===== src/rtl/serial_add_ctrl_if.sv =====
// serial_add_ctrl_if: operand/result handshake bundle for the serial adder controller
// Signals: in_valid/in_ready/a/b/cin carry operands in; out_valid/out_ready/sum/cout/ovf carry the result out.
// master: producer/consumer side; slave: controller side.
interface serial_add_ctrl_if #(parameter int WIDTH = 8);
  logic             in_valid;
  logic             in_ready;
  logic [WIDTH-1:0] a;
  logic [WIDTH-1:0] b;
  logic             cin;
  logic             out_valid;
  logic             out_ready;
  logic [WIDTH-1:0] sum;
  logic             cout;
  logic             ovf;
  modport master (output in_valid, a, b, cin, out_ready, input in_ready, out_valid, sum, cout, ovf);
  modport slave (input in_valid, a, b, cin, out_ready, output in_ready, out_valid, sum, cout, ovf);
endinterface


===== src/rtl/serial_add_ctrl.sv =====
// serial_add_ctrl: LSB-first serial adder sequencer with valid/ready operand and result handshakes
// Ports: clk rising-edge clock; reset async active-low; clear sync abort (active-high);
// busy high while shifting; bus (slave) carries a/b/cin in and sum/cout/ovf out.
module serial_add_ctrl #(
  parameter int WIDTH = 8
) (
  input  logic clk,
  input  logic reset,
  input  logic clear,
  output logic busy,
  serial_add_ctrl_if.slave bus
);
  localparam int CNT_W = $clog2(WIDTH);
  typedef enum logic [1:0] {IDLE, SHIFT, DONE} state_t;
  state_t             state, state_n;
  logic [WIDTH-1:0]   a_sh, b_sh, sum_r;
  logic [CNT_W-1:0]   cnt;
  logic               c, cout_r, ovf_r;
  logic               s, c_n, last;
  assign s    = a_sh[0] ^ b_sh[0] ^ c;
  assign c_n  = (a_sh[0] & b_sh[0]) | (a_sh[0] & c) | (b_sh[0] & c);
  assign last = cnt == CNT_W'(WIDTH - 1);
  assign bus.in_ready  = state == IDLE;
  assign bus.out_valid = state == DONE;
  assign busy          = state == SHIFT;
  assign bus.sum       = sum_r;
  assign bus.cout      = cout_r;
  assign bus.ovf       = ovf_r;
  always_comb begin
    state_n = clear                              ? IDLE  :
              (state == IDLE  && bus.in_valid)   ? SHIFT :
              (state == SHIFT && last)           ? DONE  :
              (state == DONE  && bus.out_ready)  ? IDLE  : state;
  end
  always_ff @(posedge clk or negedge reset) begin
    if (!reset) begin
      state  <= IDLE;
      a_sh   <= '0;
      b_sh   <= '0;
      sum_r  <= '0;
      cnt    <= '0;
      c      <= 1'b0;
      cout_r <= 1'b0;
      ovf_r  <= 1'b0;
    end else begin
      state <= state_n;
      if (clear) begin
        cnt <= '0;
        c   <= 1'b0;
      end else if (state == IDLE && bus.in_valid) begin
        a_sh <= bus.a;
        b_sh <= bus.b;
        c    <= bus.cin;
        cnt  <= '0;
      end else if (state == SHIFT) begin
        sum_r <= {s, sum_r[WIDTH-1:1]};
        a_sh  <= a_sh >> 1;
        b_sh  <= b_sh >> 1;
        c     <= c_n;
        cnt   <= last ? '0 : cnt + CNT_W'(1);
        if (last) begin
          cout_r <= c_n;
          ovf_r  <= c ^ c_n;
        end
      end
    end
  end
endmodule


===== src/flat_wrapper.sv =====
// flat-port wrapper written by rule: the top's interface ports become plain ports
module serial_add_ctrl_flat 
#(
  parameter int WIDTH = 8
)
  (clk, reset, clear, busy, bus_in_valid, bus_a, bus_b, bus_cin, bus_out_ready, bus_in_ready, bus_out_valid, bus_sum, bus_cout, bus_ovf);
  serial_add_ctrl_if #(.WIDTH(WIDTH)) bus_i ();
  input  logic clk;
  input  logic reset;
  input  logic clear;
  output logic busy;
  input wire logic [$bits(bus_i.in_valid)-1:0] bus_in_valid;
  input wire logic [$bits(bus_i.a)-1:0] bus_a;
  input wire logic [$bits(bus_i.b)-1:0] bus_b;
  input wire logic [$bits(bus_i.cin)-1:0] bus_cin;
  input wire logic [$bits(bus_i.out_ready)-1:0] bus_out_ready;
  output wire logic [$bits(bus_i.in_ready)-1:0] bus_in_ready;
  output wire logic [$bits(bus_i.out_valid)-1:0] bus_out_valid;
  output wire logic [$bits(bus_i.sum)-1:0] bus_sum;
  output wire logic [$bits(bus_i.cout)-1:0] bus_cout;
  output wire logic [$bits(bus_i.ovf)-1:0] bus_ovf;
  assign bus_i.in_valid = bus_in_valid;
  assign bus_i.a = bus_a;
  assign bus_i.b = bus_b;
  assign bus_i.cin = bus_cin;
  assign bus_i.out_ready = bus_out_ready;
  assign bus_in_ready = bus_i.in_ready;
  assign bus_out_valid = bus_i.out_valid;
  assign bus_sum = bus_i.sum;
  assign bus_cout = bus_i.cout;
  assign bus_ovf = bus_i.ovf;
  serial_add_ctrl #(.WIDTH(WIDTH)) u_core (.clk(clk), .reset(reset), .clear(clear), .busy(busy), .bus(bus_i));
endmodule

===== config.mk =====
export PLATFORM = sky130hd
export DESIGN_NAME = serial_add_ctrl_flat
export DESIGN_NICKNAME = d
export VERILOG_FILES = /design/src/rtl/serial_add_ctrl_if.sv /design/src/rtl/serial_add_ctrl.sv /design/src/flat_wrapper.sv
export SDC_FILE = /design/constraint.sdc
export NUM_CORES = 1
export LEC_CHECK = 0
export ABC_AREA = 1
export BUFFER_PORTS_ARGS = -buffer_cell sky130_fd_sc_hd__buf_2
export CORE_AREA = 3 3 67 69
export DETAILED_ROUTE_END_ITERATION = 8
export DIE_AREA = 0 0 70 72
export SLEW_MARGIN = 10
export SYNTH_ARGS = -nofsm -noshare
export SYNTH_HDL_FRONTEND = slang
export SYNTH_SLANG_ARGS = --single-unit
export TNS_END_PERCENT = 5

===== constraint.sdc =====
create_clock -name clk -period 1.1 [get_ports clk]
set_input_delay 0.33 -clock clk [delete_from_list [all_inputs] [get_ports clk]]
set_output_delay 0.33 -clock clk [all_outputs]
set_load 0.05 [all_outputs]

==> flow_summary.yaml, run 1 <==
outcome:
  status: "complete, but fails checks"
  failed_checks: "negative setup slack"
job:
  cap_violations: 0
setup_path:
  worstPathRequired_ps: 770
  crit_path_end_kind: "primary output"
  cp.arrival_ps: 1080
  worstSetupPathType: "reg -> out"
  crit_fanout: 4
  cp-start-kind: "flip-flop"
sta:
  hold_viol_final: 0
  worstMarginPinSlew_ps: 281
  fin_crit_sh_pct: 128
  fmax_ghz: 0.708
  slew_viol_final: 0
  fin_worst_skew_ps: 1.96
  timing.final.ws_setup_ps: -313
  post-route-min-period_ps: 1410
  setup_viol: 45
  slew_headroom_pct: 81.3
  grt_setup_unrepaired: "yes"
  hold_ws_ps: 241
clocking:
  cts_tree: "yes"
  h-tree-depth: 2
  cts_root_buf: "clkbuf_8"
  clkSinkCount: 32
  clockBufferDepth: 2
  cts_buffers: 5
  clk_latency_ps: 280
  clk_pin_slew_worst_paths_ps: 70
synthesis:
  async_flop_share_pct: 100
  yosysSeqAreaShare_pct: 50.6
  syn_area_per_cell_um2: 8.03
  synth.area.top_cells: "dfrtp_1, nand2_1, nand3_1, buf_6, nor2_4"
  syn_nets: 222
  synth_edf_count: 0
  yosysWarnings: 0
  yosysTopAreaCell: "dfrtp_1"
  synthesis.instances: 197
  ys_ff_latch: 32
  synth_area_um2: 1580
  synthDistinctLibCells: 21
  synth-main-ff-cell: "dfrtp_1"
  yosysTopAreaCellShare_pct: 50.6
route:
  first_iter_violations: 74
  dr.pass1.iters: 4
  viasPerCell: 4.57
  drc: 0
  wl_per_cell_um: 11.3
  antenna_left: 0
  wirelength_mm: 3.54
  vias: 1426
layout:
  n_antenna_cell: 0
  finalNetCount: 286
  design_area_um2: 2240
  num-fill-cells: 384
  area.growth.synth_to_final_pct: 41.6
  final_layout_size_suffix_gt1_share_pct: 34.4
place:
  place.gp.congestion: 0.761
  placed_area_um2: 1970
  port_buffers: 34
  dp_hpwl_mm: 2.60
global_route:
  grt_pass1_vias: 1353
  grtUsageTotal_pct: 15.4
  grt_pass1_wl_mm: 6.09
  antenna_found_initial: 0
  grt_overflow: 0
  grt_start_max_net_pins: 18
floorplanning:
  die_height_um: 72
  start_util_pct: 39.9
  die_area_um2: 5040
  fp.dieW_um: 70
  core_um2: 3970
  placementRows: 23
  ios: 35
pwr:
  powerDensity_nw_per_um2: 1740
  ir_drop_uv: 824
  seqPwrFrac_pct: 40.6
  total_power_mw: 3.90
  p_sw_share_pct: 37.0
  power.share.clock_pct: 24.4
  intPower_mw: 2.46
  p_sw_mw: 1.45
  p_leak_nw: 1.24
  combPwrFrac_pct: 35.0
worst_hold_path:
  min_path_type: "in -> reg"
[cell families (layout without fill, tap and decap cells)]
| kind of cell | after synthesis | after routing | share of synthesized area (%) |
|---|---|---|---|
| AOI/OAI and AO/OA | 12 | 12 | 4.03 |
| DFF | 32 | 32 | 50.6 |
| buffers and inverters | 18 | 83 | 6.88 |
| adders and majority gates | 3 | 3 | 2.85 |
| and+or+nand+nor | 131 | 131 | 35.1 |
| xor gates and xnor gates | 1 | 1 | 0.553 |
[cells in the mapped netlist, drive strengths merged, types with 2 or more instances]
cell,number
nand2,107
dfrtp,32
nand3,19
o21ai,11
inv,10
buf,6
nor2,4
ha,2
[power groups by stage]
stage,clock network [mW],logic [mW],registers [mW]
floorplan,0,0.435,1.95
global placement,0,1.17,1.57
detailed placement,0,1.18,1.58
CTS,0.995,1.37,1.59
global route,1.05,1.49,1.62
finish,0.952,1.37,1.58
[what timing repair did]
action | in CTS | in global routing
resized for setup | 36 | 4
hold endpoints to repair | 9 | 0
hold buffers | 1 | 0
pin swaps | 2 | 0
setup buffers | 4 | 0
setup endpoints to repair | 44 | 45
[critical path: stages, from the launching register on]
cell and delay (ps):
dfrtp_2 450, inv_2 70, nor2_4 110, buf_6 170
[registers in the layout, summed over array words and instances (netlist names)]
| register | cells |
|---|---|
| u_core.a_sh | 8 |
| u_core.b_sh | 8 |
| u_core.bus.sum | 8 |
| u_core.cnt | 3 |
| u_core.state | 2 |
| u_core.bus.cout | 1 |
| u_core.bus.ovf | 1 |
| u_core.c | 1 |
[metrics by stage]
step	util (%)	cells	setup TNS [ps]	worst slack (ps)
2_1_floorplan	-	197	-3990	-205
3_3_place_gp	49.7	299	-2930	-154
3_5_place_dp	49.7	299	-3670	-173
4_1_cts	56.0	312	-6320	-312
5_1_grt	56.4	312	-9160	-358
6_report	56.4	312	-6090	-313
[worst paths after layout]
check	cells after the start	slack (ps)	end	start
max in group asynchronous	3	230	u_core.a_sh[7]	reset
max	3	-310	busy	u_core.state[0]
min reg2reg	2	470	u_core.b_sh[4]	u_core.b_sh[4]
min	3	240	u_core.b_sh[7]	bus_b[7]
min in group asynchronous	2	450	u_core.bus.sum[7]	reset
max reg2reg	8	-200	u_core.c	u_core.state[1]
[routing by layer]
metal | up-vias | global-route usage [%] | wire, µm
li1 | 745 | - | -
met1 | 639 | 19.7 | 1690
met2 | 35 | 24.7 | 1620
met3 | 7 | 4.16 | 173
met4 | 0 | 6.38 | 59
met5 | - | 0 | 0
[final cells by class]
cell class	instances	area [µm²]	area share [%]
Multi-Input combinational cell	147	712	31.8
Clock inverter	2	10.0	0.447
Tap cell	50	62.6	2.79
Inverter	11	51.3	2.29
Timing Repair Buffer	64	519	23.2
Sequential cell	32	803	35.8
Clock buffer	6	82.6	3.69
[cell usage in the layout, fill, tap and decap left out, drive strengths merged]
cell type,n
nand2,107
buf,63
dfrtp,32
nand3,19
inv,11
o21ai,11
clkbuf,6
nor2,4
ha,2
clkinv,2
xnor2,1
nand4,1
a21oi,1
fa,1
dlygate4sd3,1
Note: power is estimated with default switching activity, not from simulation.
==> run 2: changes to the inputs <==
--- a/config.mk
+++ b/config.mk
@@ -8,6 +8,7 @@
 export ABC_AREA = 1
 export BUFFER_PORTS_ARGS = -buffer_cell sky130_fd_sc_hd__buf_2
 export CORE_AREA = 3 3 67 69
+export CTS_BUF_LIST = sky130_fd_sc_hd__clkbuf_8
 export DETAILED_ROUTE_END_ITERATION = 8
 export DIE_AREA = 0 0 70 72
 export SLEW_MARGIN = 10
==> constraint.sdc (replaced) <==
create_clock -name clk -period 1.4 [get_ports clk]
set_input_delay 0.42 -clock clk [delete_from_list [all_inputs] [get_ports clk]]
set_output_delay 0.42 -clock clk [all_outputs]
set_load 0.05 [all_outputs]
==> run 2 against run 1 <==
  * The run still ends with negative setup slack left
  * Clock-buffer cell count decreased by 1
  * Clock power shrank 9.9%
  * Sequential power down 22%
  * Total power down 24%
  * Combinational power is 35% lower
  * Largest cell class unchanged
  * Largest power group unchanged
==> flow_summary.yaml, run 2 (synthesis results as in run 1) <==
outcome:
  status: "complete, but fails checks"
  failed_checks: "negative setup slack"
clocking:
  clockBufferDepth: 2
  clk_latency_ps: 280
  h-tree-depth: 2
  cts_tree: "yes"
  cts_root_buf: "clkbuf_8"
  clk_pin_slew_worst_paths_ps: 70
  cts_buffers: 5
  cts_hold_buf: 0
  clkSinkCount: 32
floorplanning:
  die_height_um: 72
  ios: 35
  die_area_um2: 5040
  start_util_pct: 39.9
  placementRows: 23
  core_um2: 3970
  fp.dieW_um: 70
place:
  dp.cells: 280
  pre_cts_ws_ps: -1.78
  place.gp.congestion: 0.765
  dp_hpwl_mm: 2.35
  port_buffers: 34
  placed_area_um2: 1820
sta:
  hold_viol_final: 0
  slew_headroom_pct: 71.4
  post-route-min-period_ps: 1540
  grt_setup_unrepaired: "yes"
  fin_worst_skew_ps: 5.12
  worstMarginPinSlew_ps: 427
  setup_viol: 3
  timing.final.ws_setup_ps: -136
  hold_ws_ps: 36.7
  fmax_ghz: 0.651
  slew_viol_final: 0
  fin_crit_sh_pct: 110
layout:
  final_common_cell: "nand2_1"
  num-fill-cells: 376
  final_layout_size_suffix_gt1_share_pct: 26.7
  design_area_um2: 2000
  fin_cells: 290
  n_antenna_cell: 0
  finalNetCount: 264
  area.growth.synth_to_final_pct: 26.4
  layout_common_cells: "nand2_1, buf_2, dfrtp_1"
global_route:
  grt_overflow: 0
  antenna_found_initial: 0
  grt_pass1_vias: 1227
  grt_start_max_net_pins: 19
  grtUsageTotal_pct: 14.5
  grt_pass1_wl_mm: 5.71
setup_path:
  slowest_stage: "dfrtp_2"
  cp_cell_sequence: "inv_2 -> nor2_4 -> buf_8"
  cpPeakStageDelay_ps: 450
  critPathBufInv: 2
  worstSetupPathType: "reg -> out"
  cp-start-kind: "flip-flop"
  cp.arrival_ps: 1120
  critPathTopFamily: "flip-flops"
  crit_fanout: 5
  worstPathRequired_ps: 980
  crit_path_end_kind: "primary output"
pwr:
  ir_drop_uv: 607
  powerDensity_nw_per_um2: 1490
  total_power_mw: 2.97
  p_leak_nw: 1.12
route:
  wirelength_mm: 3.32
  drc: 0
  dr.pass1.iters: 4
  antenna_left: 0
  wl_per_cell_um: 11.4
  vias: 1335
  viasPerCell: 4.60
  first_iter_violations: 79
worst_hold_path:
  min_path_type: "in -> async"
job:
  cap_violations: 0
[run 2: cell count changes in the layout (fill, tap and decap cells not counted), sizes merged]
cell | before | now
buf | 63 | 41
bufinv | 0 | 1
dlygate4sd3 | 1 | 0
[run 2: final cells by class]
| class | instances | area, µm² | share of cell area [%] |
|---|---|---|---|
| Clock buffer | 5 | 68.8 | 3.44 |
| Clock inverter | 3 | 38.8 | 1.94 |
| Inverter | 11 | 51.3 | 2.56 |
| Multi-Input combinational cell | 147 | 697 | 34.8 |
| Timing Repair Buffer | 42 | 279 | 13.9 |
| Sequential cell | 32 | 803 | 40.2 |
| Tap cell | 50 | 62.6 | 3.13 |
[run 2: worst reg2reg max path, delay by kind of cell (launching register included)]
kind / cells / cell delay, ps
AND/OR/NAND/NOR: 3 / 490
flip-flops: 1 / 470
buffers and inverters: 2 / 240
AO/OA/AOI/OAI: 1 / 80
[run 2: final timing paths]
path	endpoint	depth (start not counted)	slack, ps	from
setup / recovery	busy	3	-140	u_core.state[0]
hold reg to reg	u_core.a_sh[3]	2	470	u_core.a_sh[3]
hold / removal	u_core.cnt[1]	1	40	reset
setup reg to reg	u_core.b_sh[3]	6	0	u_core.state[1]
min in group clk	u_core.b_sh[7]	3	340	bus_b[7]
max in group asynchronous	u_core.state[0]	2	940	reset
[run 2: stage by stage]
stage,util [%],setup TNS (ps)
after floorplan,-,0
after global placement,45.7,0
after detailed placement,45.7,-1.78
after CTS,49.5,-375
after global routing,50.4,-1750
final,50.4,-346
[run 2: what timing repair did]
action / CTS / global route
setup buffers: 1 / 1
resized for setup: 10 / 8
setup endpoints to repair: 8 / 21
pin swaps: 1 / 2
[run 2: where the power goes]
group | switching, mW | internal (mW)
clock network | 0.338 | 0.520
registers | 0.118 | 1.11
logic | 0.622 | 0.266
total | 1.08 | 1.89
[run 2: metal layers]
metal	track usage [%]	routed length (µm)	up-vias
met4	7.66	43	0
met2	21.9	1530	33
met5	0	0	-
li1	-	-	700
met1	19.1	1560	596
met3	3.74	177	6
==> run 3: changes to the inputs <==
--- a/config.mk
+++ b/config.mk
@@ -11,6 +11,7 @@
 export CTS_BUF_LIST = sky130_fd_sc_hd__clkbuf_8
 export DETAILED_ROUTE_END_ITERATION = 8
 export DIE_AREA = 0 0 70 72
+export PLACE_DENSITY = 0.65
 export SLEW_MARGIN = 10
 export SYNTH_ARGS = -nofsm -noshare
 export SYNTH_HDL_FRONTEND = slang
==> run 3 against run 2 <==
  * The flow still finishes with violations (negative setup slack)
  * Global-route usage fell by 0.27 points
  * Worst setup slack better by 43 ps
  * Highest routed layer unchanged
  * Via count increased by 1.9%
  * Largest power group unchanged
  * Critical path depth is 1 lower
==> flow_summary.yaml, run 3 (synthesis results as in run 1) <==
outcome:
  status: "complete, but fails checks"
  failed_checks: "negative setup slack"
setup_path:
  ff2ff_path_depth: 6
  worstPathRequired_ps: 980
  crit_path_end_kind: "primary output"
  cp-start-kind: "flip-flop"
  worstSetupPathType: "reg -> out"
  cp.arrival_ps: 1070
  crit_fanout: 5
clocking:
  cts_tree: "yes"
  clkSinkCount: 32
  h-tree-depth: 2
  clk_pin_slew_worst_paths_ps: 60
  clockBufferDepth: 2
  cts_root_buf: "clkbuf_8"
  clk_latency_ps: 280
  cts_buffers: 5
sta:
  timing.final.ws_setup_ps: -92.7
  grt_setup_unrepaired: "yes"
  fmax_ghz: 0.670
  fin_crit_sh_pct: 107
  tns_ps: -271
  hold_viol_final: 0
  slew_viol_final: 0
  setup_viol: 3
  fin_worst_skew_ps: 2.65
  slew_headroom_pct: 72.6
  post-route-min-period_ps: 1490
  worstMarginPinSlew_ps: 411
global_route:
  grt_pass1_wl_mm: 5.68
  antenna_found_initial: 0
  grt_overflow: 0
  grt_pass1_vias: 1259
  grt.met2_usage_pct: 22.7
  grt_util_met3_pct: 5.12
  grtUsageTotal_pct: 14.2
  grt_start_max_net_pins: 20
  grt_util_met1_pct: 17.8
  busiest_layer: "met2"
layout:
  n_antenna_cell: 0
  final_layout_size_suffix_gt1_share_pct: 25.8
  num-fill-cells: 400
  layout_common_cells: "nand2_1, buf_2, dfrtp_1"
  final_common_cell: "nand2_1"
  area.growth.synth_to_final_pct: 23.8
  design_area_um2: 1960
  finalNetCount: 264
route:
  drc: 0
  dr.pass1.iters: 5
  wirelength_mm: 3.38
  vias: 1360
  wl_per_cell_um: 11.7
  first_iter_violations: 51
  antenna_left: 0
  viasPerCell: 4.69
place:
  placed_area_um2: 1810
  place.gp.congestion: 0.733
  port_buffers: 34
  dp_hpwl_mm: 2.46
  pre_cts_ws_ps: -33.1
pwr:
  ir_drop_uv: 556
  p_leak_nw: 1.12
  powerDensity_nw_per_um2: 1440
job:
  cap_violations: 0
floorplanning:
  core_um2: 3970
  ios: 35
  start_util_pct: 39.9
  placementRows: 23
  die_height_um: 72
  die_area_um2: 5040
  fp.dieW_um: 70
worst_hold_path:
  min_path_type: "in -> async"
## run 3: through the flow
| step | hold WS (ps) | power, mW | util (%) | cells |
|---|---|---|---|---|
| floorplan | 124 | 1.87 | - | 197 |
| global placement | 349 | 2.09 | 45.5 | 279 |
| detailed placement | 353 | 2.11 | 45.5 | 279 |
| CTS | 48.8 | 2.85 | 49.0 | 290 |
| global route | 61.9 | 3.00 | 49.3 | 290 |
| finish | 47.0 | 2.82 | 49.3 | 290 |
## run 3: cell type report
cell class	instances	area, µm²	share of cell area, %
Tap cell	50	62.6	3.19
Timing Repair Buffer	42	272	13.9
Clock inverter	2	7.51	0.383
Multi-Input combinational cell	147	678	34.6
Inverter	11	53.8	2.75
Sequential cell	32	803	41.0
Clock buffer	6	82.6	4.21
## run 3: critical path, cell delays in order (launching register included)
cell	delay, ps
dfrtp_2	460
nor2_4	170
buf_8	160
## run 3: worst paths after layout
check / startpoint / endpoint / slack (ps)
max: u_core.state[0] / bus_in_ready / -90
min: reset / u_core.bus.sum[7] / 50
max reg2reg: u_core.state[0] / u_core.a_sh[7] / 60
min reg2reg: u_core.a_sh[2] / u_core.a_sh[2] / 470
max in group asynchronous: reset / u_core.c / 930
min in group clk: clear / u_core.state[0] / 340
## run 3: power breakdown
part           total (mW)  switching (mW)  internal, mW
logic               0.883           0.622         0.261
registers            1.23           0.121          1.11
clock network       0.704           0.318         0.386
total                2.82            1.06          1.75
## run 3: what timing repair did
| action | 4_1_cts | 5_1_grt |
|---|---|---|
| buffers inserted | 3 | 0 |
| hold buffers | 0 | 0 |
| gates cloned | 0 | 0 |
| pin swaps | 1 | 0 |
| setup endpoints to repair | 19 | 21 |
| gates resized for setup | 9 | 5 |
## run 3: layer usage
layer | part of all wire [%] | up-vias
met2 | 47 | 49
met5 | 0 | -
met3 | 7.7 | 7
li1 | - | 698
met1 | 44 | 606
met4 | 1.5 | 0
